### src/rtl/inst_prefetch_buffer.sv
// Instruction prefetch buffer: sequential fetch into a small PC-tagged FIFO with redirect flush.
// Optional starvation counter enabled by defining PREFETCH_PERF_EN.
module inst_prefetch_buffer #(
    parameter int unsigned           DEPTH    = 32'd4,
    parameter int unsigned           XLEN     = 32'd32,
    parameter logic [XLEN-1:0]       RESET_PC = '0
) (
    input  logic            i_clk,
    input  logic            i_rstn,
    output logic [XLEN-1:0] o_Addr,
    output logic            o_Ren,
    input  logic [XLEN-1:0] i_Instruction,
    output logic            o_Valid,
    output logic [XLEN-1:0] o_Instruction,
    output logic [XLEN-1:0] o_Pc,
    input  logic            i_Ready,
    input  logic            i_Redirect,
    input  logic [XLEN-1:0] i_Target,
    input  logic            i_Halt
`ifdef PREFETCH_PERF_EN
    ,
    output logic [31:0]     o_StarveCnt
`endif
);

    localparam int unsigned PW = $clog2(DEPTH);
    localparam int unsigned CW = PW + 32'd1;

    typedef enum logic [0:0] {
        S_IDLE  = 1'b0,
        S_FETCH = 1'b1
    } state_t;

    state_t            state_q, state_d;
    logic [XLEN-1:0]   fetch_pc_q, fetch_pc_d;
    logic [XLEN-1:0]   req_pc_q, req_pc_d;
    logic              inflight_q, inflight_d;
    logic [PW-1:0]     wr_ptr_q, rd_ptr_q;
    logic [CW-1:0]     count_q;
    logic [XLEN-1:0]   instr_mem_q [DEPTH];
    logic [XLEN-1:0]   pc_mem_q    [DEPTH];

    logic              fetching_s;
    logic              room_s;
    logic              issue_s;
    logic              push_s;
    logic              pop_s;
    logic              valid_s;
    logic              unused_s;

    assign unused_s = ^i_Target[1:0];

    // FSM state register
    always_ff @(posedge i_clk or negedge i_rstn) begin
        if (!i_rstn) begin
            state_q <= S_IDLE;
        end else begin
            state_q <= state_d;
        end
    end

    // FSM next state: leave idle once, then fetch forever
    always_comb begin
        state_d = state_q;
        case (state_q)
            S_IDLE:  state_d = S_FETCH;
            S_FETCH: state_d = S_FETCH;
            default: state_d = S_IDLE;
        endcase
    end

    // FSM outputs and handshake decode; in-flight requests reserve FIFO space
    always_comb begin
        fetching_s = 1'b0;
        case (state_q)
            S_FETCH: fetching_s = 1'b1;
            S_IDLE:  fetching_s = 1'b0;
            default: fetching_s = 1'b0;
        endcase
        room_s  = (count_q + CW'(inflight_q)) < CW'(DEPTH);
        issue_s = fetching_s && !i_Halt && !i_Redirect && room_s;
        valid_s = (count_q != {CW{1'b0}}) && !i_Redirect;
        pop_s   = valid_s && i_Ready;
        push_s  = inflight_q && !i_Redirect;
    end

    assign o_Ren         = issue_s;
    assign o_Addr        = fetch_pc_q;
    assign o_Valid       = valid_s;
    assign o_Instruction = instr_mem_q[rd_ptr_q];
    assign o_Pc          = pc_mem_q[rd_ptr_q];

    // Fetch address and outstanding-request bookkeeping
    always_comb begin
        fetch_pc_d = fetch_pc_q;
        req_pc_d   = req_pc_q;
        inflight_d = issue_s;
        if (i_Redirect) begin
            fetch_pc_d = {i_Target[XLEN-1:2], 2'b00};
        end else if (issue_s) begin
            fetch_pc_d = fetch_pc_q + XLEN'(32'd4);
            req_pc_d   = fetch_pc_q;
        end else begin
            fetch_pc_d = fetch_pc_q;
        end
    end

    // Fetch registers
    always_ff @(posedge i_clk or negedge i_rstn) begin
        if (!i_rstn) begin
            fetch_pc_q <= RESET_PC;
            req_pc_q   <= '0;
            inflight_q <= 1'b0;
        end else begin
            fetch_pc_q <= fetch_pc_d;
            req_pc_q   <= req_pc_d;
            inflight_q <= inflight_d;
        end
    end

    // FIFO pointers and occupancy; redirect flushes everything
    always_ff @(posedge i_clk or negedge i_rstn) begin
        if (!i_rstn) begin
            wr_ptr_q <= '0;
            rd_ptr_q <= '0;
            count_q  <= '0;
        end else if (i_Redirect) begin
            wr_ptr_q <= '0;
            rd_ptr_q <= '0;
            count_q  <= '0;
        end else begin
            if (push_s) begin
                wr_ptr_q <= wr_ptr_q + PW'(1);
            end
            if (pop_s) begin
                rd_ptr_q <= rd_ptr_q + PW'(1);
            end
            case ({push_s, pop_s})
                2'b10:   count_q <= count_q + CW'(1);
                2'b01:   count_q <= count_q - CW'(1);
                default: count_q <= count_q;
            endcase
        end
    end

    // FIFO storage; cleared on reset so the head reads zero when empty
    always_ff @(posedge i_clk or negedge i_rstn) begin
        if (!i_rstn) begin
            for (int i = 0; i < int'(DEPTH); i++) begin
                instr_mem_q[i] <= '0;
                pc_mem_q[i]    <= '0;
            end
        end else if (push_s) begin
            instr_mem_q[wr_ptr_q] <= i_Instruction;
            pc_mem_q[wr_ptr_q]    <= req_pc_q;
        end
    end

`ifdef PREFETCH_PERF_EN
    logic [31:0] starve_q, starve_d;
    logic        starve_s;

    // Starvation: core is ready but nothing is offered while fetching freely
    always_comb begin
        starve_d = starve_q;
        starve_s = fetching_s && i_Ready && !valid_s && !i_Redirect && !i_Halt;
        if (starve_s && (starve_q != 32'hFFFF_FFFF)) begin
            starve_d = starve_q + 32'd1;
        end else begin
            starve_d = starve_q;
        end
    end

    // Starvation counter register
    always_ff @(posedge i_clk or negedge i_rstn) begin
        if (!i_rstn) begin
            starve_q <= 32'd0;
        end else begin
            starve_q <= starve_d;
        end
    end

    assign o_StarveCnt = starve_q;
`endif

endmodule

### config.mk
export PLATFORM = sky130hd
export DESIGN_NAME = inst_prefetch_buffer
export DESIGN_NICKNAME = d
export VERILOG_FILES = /design/src/rtl/inst_prefetch_buffer.sv
export SDC_FILE = /design/constraint.sdc
export NUM_CORES = 1
export LEC_CHECK = 0
export ABC_AREA = 1
export BUFFER_PORTS_ARGS = -buffer_cell sky130_fd_sc_hd__buf_2
export CAP_MARGIN = 10
export CORE_ASPECT_RATIO = 0.8
export CORE_MARGIN = 2
export CORE_UTILIZATION = 59
export CTS_CLUSTER_DIAMETER = 30
export DETAILED_ROUTE_END_ITERATION = 12
export MAX_ROUTING_LAYER = met4
export PLACE_DENSITY = 0.87
export SETUP_SLACK_MARGIN = 0.1
export SYNTH_ARGS = -nofsm -noshare
export SYNTH_HDL_FRONTEND = slang
export SYNTH_SLANG_ARGS = --single-unit
### constraint.sdc
create_clock -name i_clk -period 2.4 [get_ports i_clk]
set_input_delay 0.48 -clock i_clk [delete_from_list [all_inputs] [get_ports i_clk]]
set_output_delay 0.48 -clock i_clk [all_outputs]
set_load 0.01 [all_outputs]
-- Word level (Yosys, flattened, before mapping)
Cells that the tools add are included.
- register bits: 329
- input bits: 69
- output and inout bits: 98
- word-level logic and storage cells: 65
- $add $sub $neg: 6
- order comparisons: 4
- equality and inequality tests: 2
- multiplexer cells: 19
- bitwise operators: 4
- reductions and logical operators: 15
- operators by type and width (cell ; count):
    bitwise mux 128 bit ; 2
    two-way mux 32 bit ; 7
    binary-select mux 32 bit (select 2 bit) ; 2
    demux 32 bit (select 2 bit) ; 1
    adder 32 x 3 -> 32 bit, second input constant ; 1
    two-way mux 2 bit ; 4
    logical AND 1 bit ; 7
    greater-or-equal comparator 3 bit, second input constant ; 2
    NOT 2 -> 3 bit ; 2
    case mux 3 bit (2 select lines) ; 1
    nonzero test 2 bit ; 3
    nonzero test 3 bit ; 2
    adder 2 x 1 -> 2 bit, second input constant ; 2
    adder 3 x 1 -> 3 bit ; 1
    adder 3 x 1 -> 3 bit, second input constant ; 1
    less-than comparator 3 x 1 -> 1 bit, second input constant ; 1
    less-than comparator 3 bit, second input constant ; 1
    two-way mux 3 bit ; 1
    subtractor 3 x 1 -> 3 bit, second input constant ; 1
    equality test 2 x 1 -> 1 bit, second input constant ; 1
    equality test 2 bit, second input constant ; 1
    logical NOT 1 bit ; 2
    NOT 1 bit ; 2
    case mux 1 bit (2 select lines) ; 1
    AND reduction 2 bit ; 1

-- Depth between registers and ports, before layout
Gate-level depths: netlist of the first run.
- depth after elaboration: 7
- gate-level depth with buffers: 10
- gate-level depth less buffers: 10

-- Worst setup path after synthesis of the first run
Ideal clock, no wire load.
- kind: input-to-reg
- from: input port i_Redirect
- to: register count_q[2]
- library setup time: 0.116 ns
- arrival time: 1.646 ns
- data required time: 2.284 ns
- slack: 0.638 ns
- stages on the path: 9
- buffers on the path: 1
- path through: buf_6 -> inv_1 -> nand4_1 -> inv_1 -> fa_1 -> xnor2_1 -> xor2_1 -> nand2_1 -> nand2_1
- longest elaborated chain between the ends: 6
- elaborated cells between the ends (all ways): 9
- those cells by class: 2 x eq/ne; 2 x mux; 5 x reduce/logical
- ends and longest elaborated chain (item ; line ; text):
    start, declared ; 17 ; input logic i_Redirect,
    logical NOT 1 bit ; 82, 84 ;
    logical AND 1 bit ; 82 ; valid_s = (count_q != {CW{1'b0}}) && !i_Redirect;
    logical AND 1 bit ; 83 ; pop_s = valid_s && i_Ready;
    equality test 2 x 1 -> 1 bit or equality test 2 bit (tied branches) ; 138 ; case ({push_s, pop_s})
    case mux 3 bit (2 select lines) ; 138 ;
    two-way mux 3 bit ; 127 ; end else if (i_Redirect) begin
    end signal, assigned ; 139 ; 2'b10: count_q <= count_q + CW'(1);
    end signal, assigned ; 140 ; 2'b01: count_q <= count_q - CW'(1);
    end signal, assigned ; 141 ; default: count_q <= count_q;
    end, declared ; 39 ; logic [CW-1:0] count_q;
Parallel ways exist; a longest one is shown, timed or not.
A chain may end at the register's enable or synchronous reset.

-- Worst setup path after layout of the first run
- from: register rd_ptr_q[0]
- to: output port o_Instruction[10]
- longest elaborated chain between the ends: 4
- ends and longest elaborated chain (item ; line ; text):
    start, declared ; 38 ; logic [PW-1:0] wr_ptr_q, rd_ptr_q;
    start signal, assigned ; 136 ; rd_ptr_q <= rd_ptr_q + PW'(1);
    NOT 2 -> 3 bit (implied by the code) ; 90 ; assign o_Instruction = instr_mem_q[rd_ptr_q];
    binary-select mux 32 bit (select 2 bit) ; 90 ;
    two-way mux 32 bit (implied by the code) (2 in a row) ; 90 ;
    end, declared ; 14 ; output logic [XLEN-1:0] o_Instruction,
Every way passes these cells. The select of a mux whose other input is x is not followed.

==> results.txt, run 1 <==
----------------------------------------------------
[Timing]
  Highest clock frequency the design can meet ... 407.4 MHz
  Final setup violating endpoints ... 5
  Slew at the pin with the worst max-slew slack ... 562.0 ps
  Final worst setup slack ... -54.46 ps
  Portion of the clock cycle consumed by the worst path in the final layout ... 102.3%
  Clock period minus final worst setup slack ... 2454 ps
  Sum of negative setup slack ... -95.82 ps
  Unrepaired setup endpoints after global routing ... true
  Slew HR ... 62.53%
  Final max-slew violation count ... 0
  Worst setup skew after layout ... 23.10 ps
  Hold Vio Cnt, Final ... 0

[Die]
  Die X-Extent ... 178.9 um
  Area of the die ... 25740 um2
  Starting Density ... 59.68%
  IO Pins ... 167
  Core Region ... 24180 um2
  Row count ... 51
  Die Height ... 143.9 um

[Drt]
  Initial drt markers ... 1406
  Via total after detailed routing ... 13734
  DR vias/cell ... 6.026
  Remaining antenna violation count ... 0
  Drt wl/cell ... 19.51 um
  Number of optimization iterations in the first detailed-route pass ... 6
  DRT Wirelength ... 44470 um
  Residual DRC ... 0

[Clock network]
  CTS clock-pin slew for the worst setup and hold paths ... 50 ps
  Root buf cell ... sky130_fd_sc_hd__clkbuf_16
  Maximum count of clock buffers along a single path ... 3
  Clock latency on the worst-skew pair ... 560 ps
  CTS buffer count ... 51
  Deepest level of the CTS H-tree ... 2
  Clock Sink Count ... 317
  Clock tree from TritonCTS ... built

[Place]
  Pre-CTS setup slack ... 373.9 ps
  Instance count after placement with tap cells included ... 2153
  Routability congestion estimate ... 1.011
  Placed wire-length estimate ... 22550 um
  Count of port buffers added during placement ... 160
  Placed inst area ... 15550 um2

[Final layout]
  Post-route non-filler standard cell count ... 2279
  Finished Cell Area ... 18480 um2
  Antenna fix cells ... 0
  Most common cell after layout, fill and taps aside ... sky130_fd_sc_hd__nand2_1
  Most frequent cells in the layout ... 455 x sky130_fd_sc_hd__nand2_1, 315 x sky130_fd_sc_hd__o21ai_0, 315 x sky130_fd_sc_hd__dfrtp_1, 154 x sky130_fd_sc_hd__buf_2, 134 x sky130_fd_sc_hd__nor2_1
  Final-layout fill cell count ... 1536
  Layout cells sized above 1 ... 21.47%
  Post-layout net count ... 1994
  Fraction of the core area covered by cells at the end of the flow ... 76.41%
  Layout overhead on the synthesized area ... 28.03%

[Logic synthesis]
  Largest cells by area after synthesis ... sky130_fd_sc_hd__dfrtp_1 55%, sky130_fd_sc_hd__o21ai_0 14%, sky130_fd_sc_hd__nand2_1 12%
  Proportion of synthesized chip area in sequential cells ... 54.96%
  Fraction of synthesized cell area taken by the top area cell type ... 54.96%
  Count of mapped cells out of synthesis ... 1756
  Number of distinct library cells after synthesis ... 31
  Synthesized area per cell ... 8.220 um2
  Synth Cell Area ... 14430 um2
  Yosys reg bits ... 317
  Post-synthesis cell type with the largest combined area ... sky130_fd_sc_hd__dfrtp_1
  Yosys warning total ... 0

[Power]
  Leakage Power ... 0.009046 uW
  Ratio of total power to cell area ... 1193 nW/um2
  Maximum vdd ir drop ... 0.0007163 V

[Critical path]
  Crit path largest cell delay ... 540 ps
  Critical Path AT ... 1970 ps
  Launching element type of the critical path ... flip-flop
  Highest-delay cell along the critical path ... sky130_fd_sc_hd__dfrtp_4
  CP endpoint kind ... output port
  Required time worst endpoint ... 1920 ps
  Critical path cell sequence ... clkinv_8 > buf_12 > buf_16 > nor2_1 > o22ai_1 > buf_2
  Worst setup path category ... reg -> out
  CP max FO ... 7

[GRT]
  First-pass GRT wire length ... 65810 um
  Initial antenna violation count ... 0
  Via count of the first global-routing pass ... 12829
  Largest net degree at the start of global routing ... 125
  Residual overflow from global routing ... 0
  GRT Total Usage ... 33.34%

[Min path]
  Min-delay worst type ... in -> reg

[Outcome]
  Status ... complete, but fails checks
  Violations in the final reports ... setup timing

[Job]
  Max Cap Violations ... 0

----------------------------------------------------
==> synthesized netlist by cell type <==
master / count
sky130_fd_sc_hd__nand3_1: 35
sky130_fd_sc_hd__dfrtp_1: 317
sky130_fd_sc_hd__nand2_1: 455
sky130_fd_sc_hd__o21ai_0: 396
sky130_fd_sc_hd__ha_1: 5
sky130_fd_sc_hd__o21ai_1: 24
sky130_fd_sc_hd__nor2_8: 1
sky130_fd_sc_hd__nor3b_2: 1
sky130_fd_sc_hd__clkbuf_1: 61
sky130_fd_sc_hd__inv_1: 127
sky130_fd_sc_hd__o22ai_1: 62
sky130_fd_sc_hd__buf_2: 39
sky130_fd_sc_hd__inv_2: 2
sky130_fd_sc_hd__nand3_2: 1
sky130_fd_sc_hd__o211ai_1: 8
sky130_fd_sc_hd__xor2_1: 8
sky130_fd_sc_hd__conb_1: 2
sky130_fd_sc_hd__o21ai_2: 10
sky130_fd_sc_hd__nor2_1: 169
sky130_fd_sc_hd__buf_6: 4
sky130_fd_sc_hd__xnor2_1: 2
sky130_fd_sc_hd__nand2_2: 6
sky130_fd_sc_hd__nand3b_1: 1
sky130_fd_sc_hd__clkinv_1: 1
sky130_fd_sc_hd__a21oi_1: 1
sky130_fd_sc_hd__buf_4: 8
sky130_fd_sc_hd__nand4_1: 2
sky130_fd_sc_hd__fa_1: 1
sky130_fd_sc_hd__nor3_1: 2
sky130_fd_sc_hd__nor2_4: 1
sky130_fd_sc_hd__nor2_2: 4
==> metal layers <==
metal / vias up / global-route usage [%] / wire [um]
met3: 186 / 6.772 / 4779
met5: - / - / 0
met2: 904 / 51.66 / 20760
li1: 6089 / - / -
met4: 0 / 11.04 / 1836
met1: 6555 / 44.34 / 17090
==> where the power goes <==
group | total (uW) | internal (uW) | switching, uW
combinational | 7020 | 2920 | 4090
sequential | 7180 | 6370 | 811
clock | 7860 | 4990 | 2870
total | 22000 | 14300 | 7770
==> final cells by class <==
cell class | instances | area (um2) | area share (%)
Timing Repair Buffer | 219 | 1919 | 10.39
Sequential cell | 317 | 7938 | 42.95
Clock inverter | 39 | 518.0 | 2.803
Inverter | 130 | 505.5 | 2.735
Tap cell | 318 | 397.9 | 2.153
Multi-Input combinational cell | 1200 | 5864 | 31.74
Clock buffer | 56 | 1336 | 7.231
==> state kept, by name, summed over array words and instances, names as in the netlist <==
register / flops
instr_mem_q: 128
pc_mem_q: 120
o_Addr: 30
req_pc_q: 30
count_q: 3
rd_ptr_q: 2
wr_ptr_q: 2
inflight_q: 1
state_q: 1
==> logic make-up after synthesis <==
kind of cell / count (synthesis) / synth area share, %
XOR/XNOR: 10 / 0.6068
other: 2 / 0.05203
flip-flops: 317 / 54.96
AO/OA/AOI/OAI: 501 / 18.31
adder cells (fa/ha/maj): 6 / 0.5721
AND/OR/NAND/NOR: 678 / 18.46
buffers and inverters: 242 / 7.048
==> repair_timing <==
item,in CTS,in global routing
setup endpoints to repair,62,62
cloned,12,8
setup buffers,8,2
gates resized for setup,94,110
pin swaps,21,28
endpoints found under the hold margin,58,0
hold buffers,1,0
==> worst paths after layout <==
| path | from | endpoint | slack, ps | depth (start not counted) |
|---|---|---|---|---|
| setup / recovery | rd_ptr_q[0] | o_Instruction[10] | -50 | 6 |
| hold / removal | i_Target[20] | o_Addr[20] | 150 | 3 |
| setup reg to reg | wr_ptr_q[0] | instr_mem_q[49] | 540 | 6 |
| hold reg to reg | pc_mem_q[49] | pc_mem_q[49] | 480 | 2 |
| max in group asynchronous | i_rstn | pc_mem_q[9] | 1140 | 3 |
| min in group asynchronous | i_rstn | instr_mem_q[69] | 470 | 2 |
==> per-stage QoR <==
step / power [uW] / hold WS, ps
detailed placement: 12240 / 467.4
CTS: 21090 / 137.3
finish: 22050 / 151.8
global route: 23020 / 155.5
floorplan: 10140 / 184.4
global placement: 12030 / 460.2
==> critical path: cells and delay by family (launching register included) <==
family          cells  cell delay, ps
buf+inv             4             630
flops               1             540
compound gates      1             190
simple gates        1              40
Note: power is estimated with default switching activity, not from simulation.
==> inputs of run 2 (changes only) <==
--- a/config.mk
+++ b/config.mk
@@ -10,11 +10,11 @@
 export CAP_MARGIN = 10
 export CORE_ASPECT_RATIO = 0.8
 export CORE_MARGIN = 2
-export CORE_UTILIZATION = 59
+export CORE_UTILIZATION = 53
 export CTS_CLUSTER_DIAMETER = 30
 export DETAILED_ROUTE_END_ITERATION = 12
 export MAX_ROUTING_LAYER = met4
-export PLACE_DENSITY = 0.87
+export PLACE_DENSITY = 0.83
 export SETUP_SLACK_MARGIN = 0.1
 export SYNTH_ARGS = -nofsm -noshare
 export SYNTH_HDL_FRONTEND = slang
==> constraint.sdc (replaced) <==
create_clock -name i_clk -period 2 [get_ports i_clk]
set_input_delay 0.4 -clock i_clk [delete_from_list [all_inputs] [get_ports i_clk]]
set_output_delay 0.4 -clock i_clk [all_outputs]
set_load 0.01 [all_outputs]
==> run 2 against run 1 <==
Clock-buffer cell count grew 10. Flip-flop and latch count is the same. Combinational power up 2%. Die area up 11%. The flow still finishes with violations (setup timing). Critical path depth is 2 lower. Clock skew down 7.2 ps. Wire length is 9.8% lower.
==> results.txt, run 2 (synthesis results as in run 1) <==
----------------------------------------------------
[Timing]
  Clock period minus final worst setup slack ... 2443 ps
  Final max-slew violation count ... 0 (unchanged)
  Unrepaired setup endpoints after global routing ... true
  Portion of the clock cycle consumed by the worst path in the final layout ... 122.2%
  Worst setup skew after layout ... 15.90 ps (-7.202 ps)
  Highest clock frequency the design can meet ... 409.3 MHz
  Final worst setup slack ... -443.0 ps (-388.6 ps)
  Final setup violating endpoints ... 62 (+57)
  Sum of negative setup slack ... -15610 ps (-15510 ps)
  Hold Vio Cnt, Final ... 0 (unchanged)
  Hold Slack ... 52.86 ps (-98.94 ps)

[Die]
  Core Region ... 27030 um2 (+12%)
  IO Pins ... 167 (unchanged)
  Area of the die ... 28580 um2 (+11%)
  Starting Density ... 53.41% (-6.3 points)
  Die Height ... 151.6 um (+5.4%)
  Row count ... 54 (+5.9%)
  Die X-Extent ... 188.5 um (+5.4%)

[Clock network]
  Root buf cell ... sky130_fd_sc_hd__clkbuf_16
  Maximum count of clock buffers along a single path ... 3 (unchanged)
  CTS buffer count ... 55 (+7.8%)
  CTS clock-pin slew for the worst setup and hold paths ... 50 ps (about the same)
  Clock tree from TritonCTS ... built
  Deepest level of the CTS H-tree ... 2 (unchanged)
  Clock latency on the worst-skew pair ... 570 ps (about the same)
  Clock Sink Count ... 317 (unchanged)

[Final layout]
  Post-layout net count ... 1984 (-0.50%)
  Register containing the most flip-flops in the final layout ... instr_mem_q
  Antenna fix cells ... 0 (unchanged)
  Final-layout fill cell count ... 2092 (+36%)
  Top flop regs ... instr_mem_q (128), pc_mem_q (120)
  Fraction of the core area covered by cells at the end of the flow ... 66.53% (-9.9 points)
  Finished Cell Area ... 17980 um2 (-2.7%)
  Most frequent cells in the layout ... 455 x sky130_fd_sc_hd__nand2_1, 350 x sky130_fd_sc_hd__o21ai_0, 313 x sky130_fd_sc_hd__dfrtp_1, 158 x sky130_fd_sc_hd__nor2_1, 156 x sky130_fd_sc_hd__buf_2
  Layout cells sized above 1 ... 18.14% (-3.3 points)
  Layout overhead on the synthesized area ... 24.58%
  Max reg flops ... 128 (unchanged)
  Most common cell after layout, fill and taps aside ... sky130_fd_sc_hd__nand2_1

[Place]
  Placed inst area ... 15720 um2 (+1.1%)
  Pre-CTS setup slack ... 176.0 ps (-198.0 ps)
  Routability congestion estimate ... 0.8991 (-11%)
  Count of port buffers added during placement ... 160 (unchanged)
  Placed wire-length estimate ... 22950 um (+1.8%)

[GRT]
  GRT Total Usage ... 28.36% (-5.0 points)
  Initial antenna violation count ... 0 (unchanged)
  Via count of the first global-routing pass ... 12451 (-2.9%)
  Largest net degree at the start of global routing ... 89 (-29%)
  Residual overflow from global routing ... 0 (unchanged)
  First-pass GRT wire length ... 63110 um (-4.1%)

[Drt]
  Drt wl/cell ... 17.32 um (-11%)
  Via total after detailed routing ... 13064 (-4.9%)
  Number of optimization iterations in the first detailed-route pass ... 6 (unchanged)
  Initial drt markers ... 1421 (+1.1%)
  DR vias/cell ... 5.643 (-6.4%)
  DRT Wirelength ... 40100 um (-9.8%)
  Remaining antenna violation count ... 0 (unchanged)
  Residual DRC ... 0 (unchanged)

[Power]
  Ratio of total power to cell area ... 1383 nW/um2 (+16%)
  Leakage Power ... 0.008815 uW (-2.5%)
  Maximum vdd ir drop ... 0.0007656 V (+6.9%)

[Critical path]
  Critical path cell sequence ... buf_16 > o21ai_0 > o22ai_2 > buf_2
  Required time worst endpoint ... 1600 ps (-320 ps)
  Highest-delay cell along the critical path ... sky130_fd_sc_hd__dfrtp_4
  CP endpoint kind ... output port
  Launching element type of the critical path ... flip-flop
  Critical Path AT ... 2040 ps (+70 ps)
  CP max FO ... 33 (+26)
  Critical path's top delay family ... flip-flops
  Worst setup path category ... reg -> out
  Crit path largest cell delay ... 560 ps (+20 ps)
  WP buf/inv ... 2 (-2)

[Job]
  Max Cap Violations ... 0 (unchanged)

[Min path]
  Min-delay worst type ... in -> reg

[Outcome]
  Violations in the final reports ... setup timing
  Status ... complete, but fails checks

----------------------------------------------------
run 2: final timing paths:
path | slack (ps) | from | cells after the start | end
max | -440 | rd_ptr_q[0] | 4 | o_Instruction[31]
min | 50 | i_Target[13] | 3 | o_Addr[13]
max reg2reg | 160 | count_q[0] | 9 | count_q[2]
min reg2reg | 480 | instr_mem_q[65] | 2 | instr_mem_q[65]
max in group asynchronous | 890 | i_rstn | 3 | pc_mem_q[68]
min in group asynchronous | 370 | i_rstn | 2 | instr_mem_q[102]
run 2: worst register-to-register path, delay by kind of cell, from the launching register on:
| kind | cells | cell delay (ps) |
|---|---|---|
| xor+xnor | 2 | 370 |
| buf+inv | 1 | 70 |
| fa+ha+maj | 1 | 370 |
| flops | 1 | 450 |
| simple gates | 5 | 520 |
run 2: what timing repair did:
item                                    CTS  global route
endpoints found under the hold margin    47             0
gates cloned                              4             3
endpoints found under the setup margin   64            65
hold buffers                              1             0
buffers inserted                          1             5
gates resized for setup                  35            56
pin swaps                                 2             7
run 2: metal layers:
layer,vias up,track usage [%],wire length (um)
met4,0,9.141,950
met1,6226,38.19,17120
met2,691,44.17,18400
met5,-,-,0
met3,91,5.136,3625
li1,6056,-,-
run 2: per-stage QoR:
stage	power, uW	std cells
2_1_floorplan	12170	1759
3_3_place_gp	14550	2202
3_5_place_dp	14770	2202
4_1_cts	24460	2307
5_1_grt	26110	2315
6_report	24870	2315
run 2: final cells by class:
class	count	area (um2)	share of cell area, %
clock inverters	33	334.1	1.858
well taps	364	455.4	2.533
inverters	130	510.5	2.839
flip-flops and latches	317	7940	44.16
clock buffers	66	1510	8.399
repair buffers	205	1609	8.949
multi-input cells	1200	5622	31.26
run 2: report_power, final:
part           internal, uW  switching [uW]  leakage, uW
clock                  5910            3280     0.000876
combinational          2800            4330      0.00371
sequential             7650             904      0.00423
total                 16400            8510      0.00882
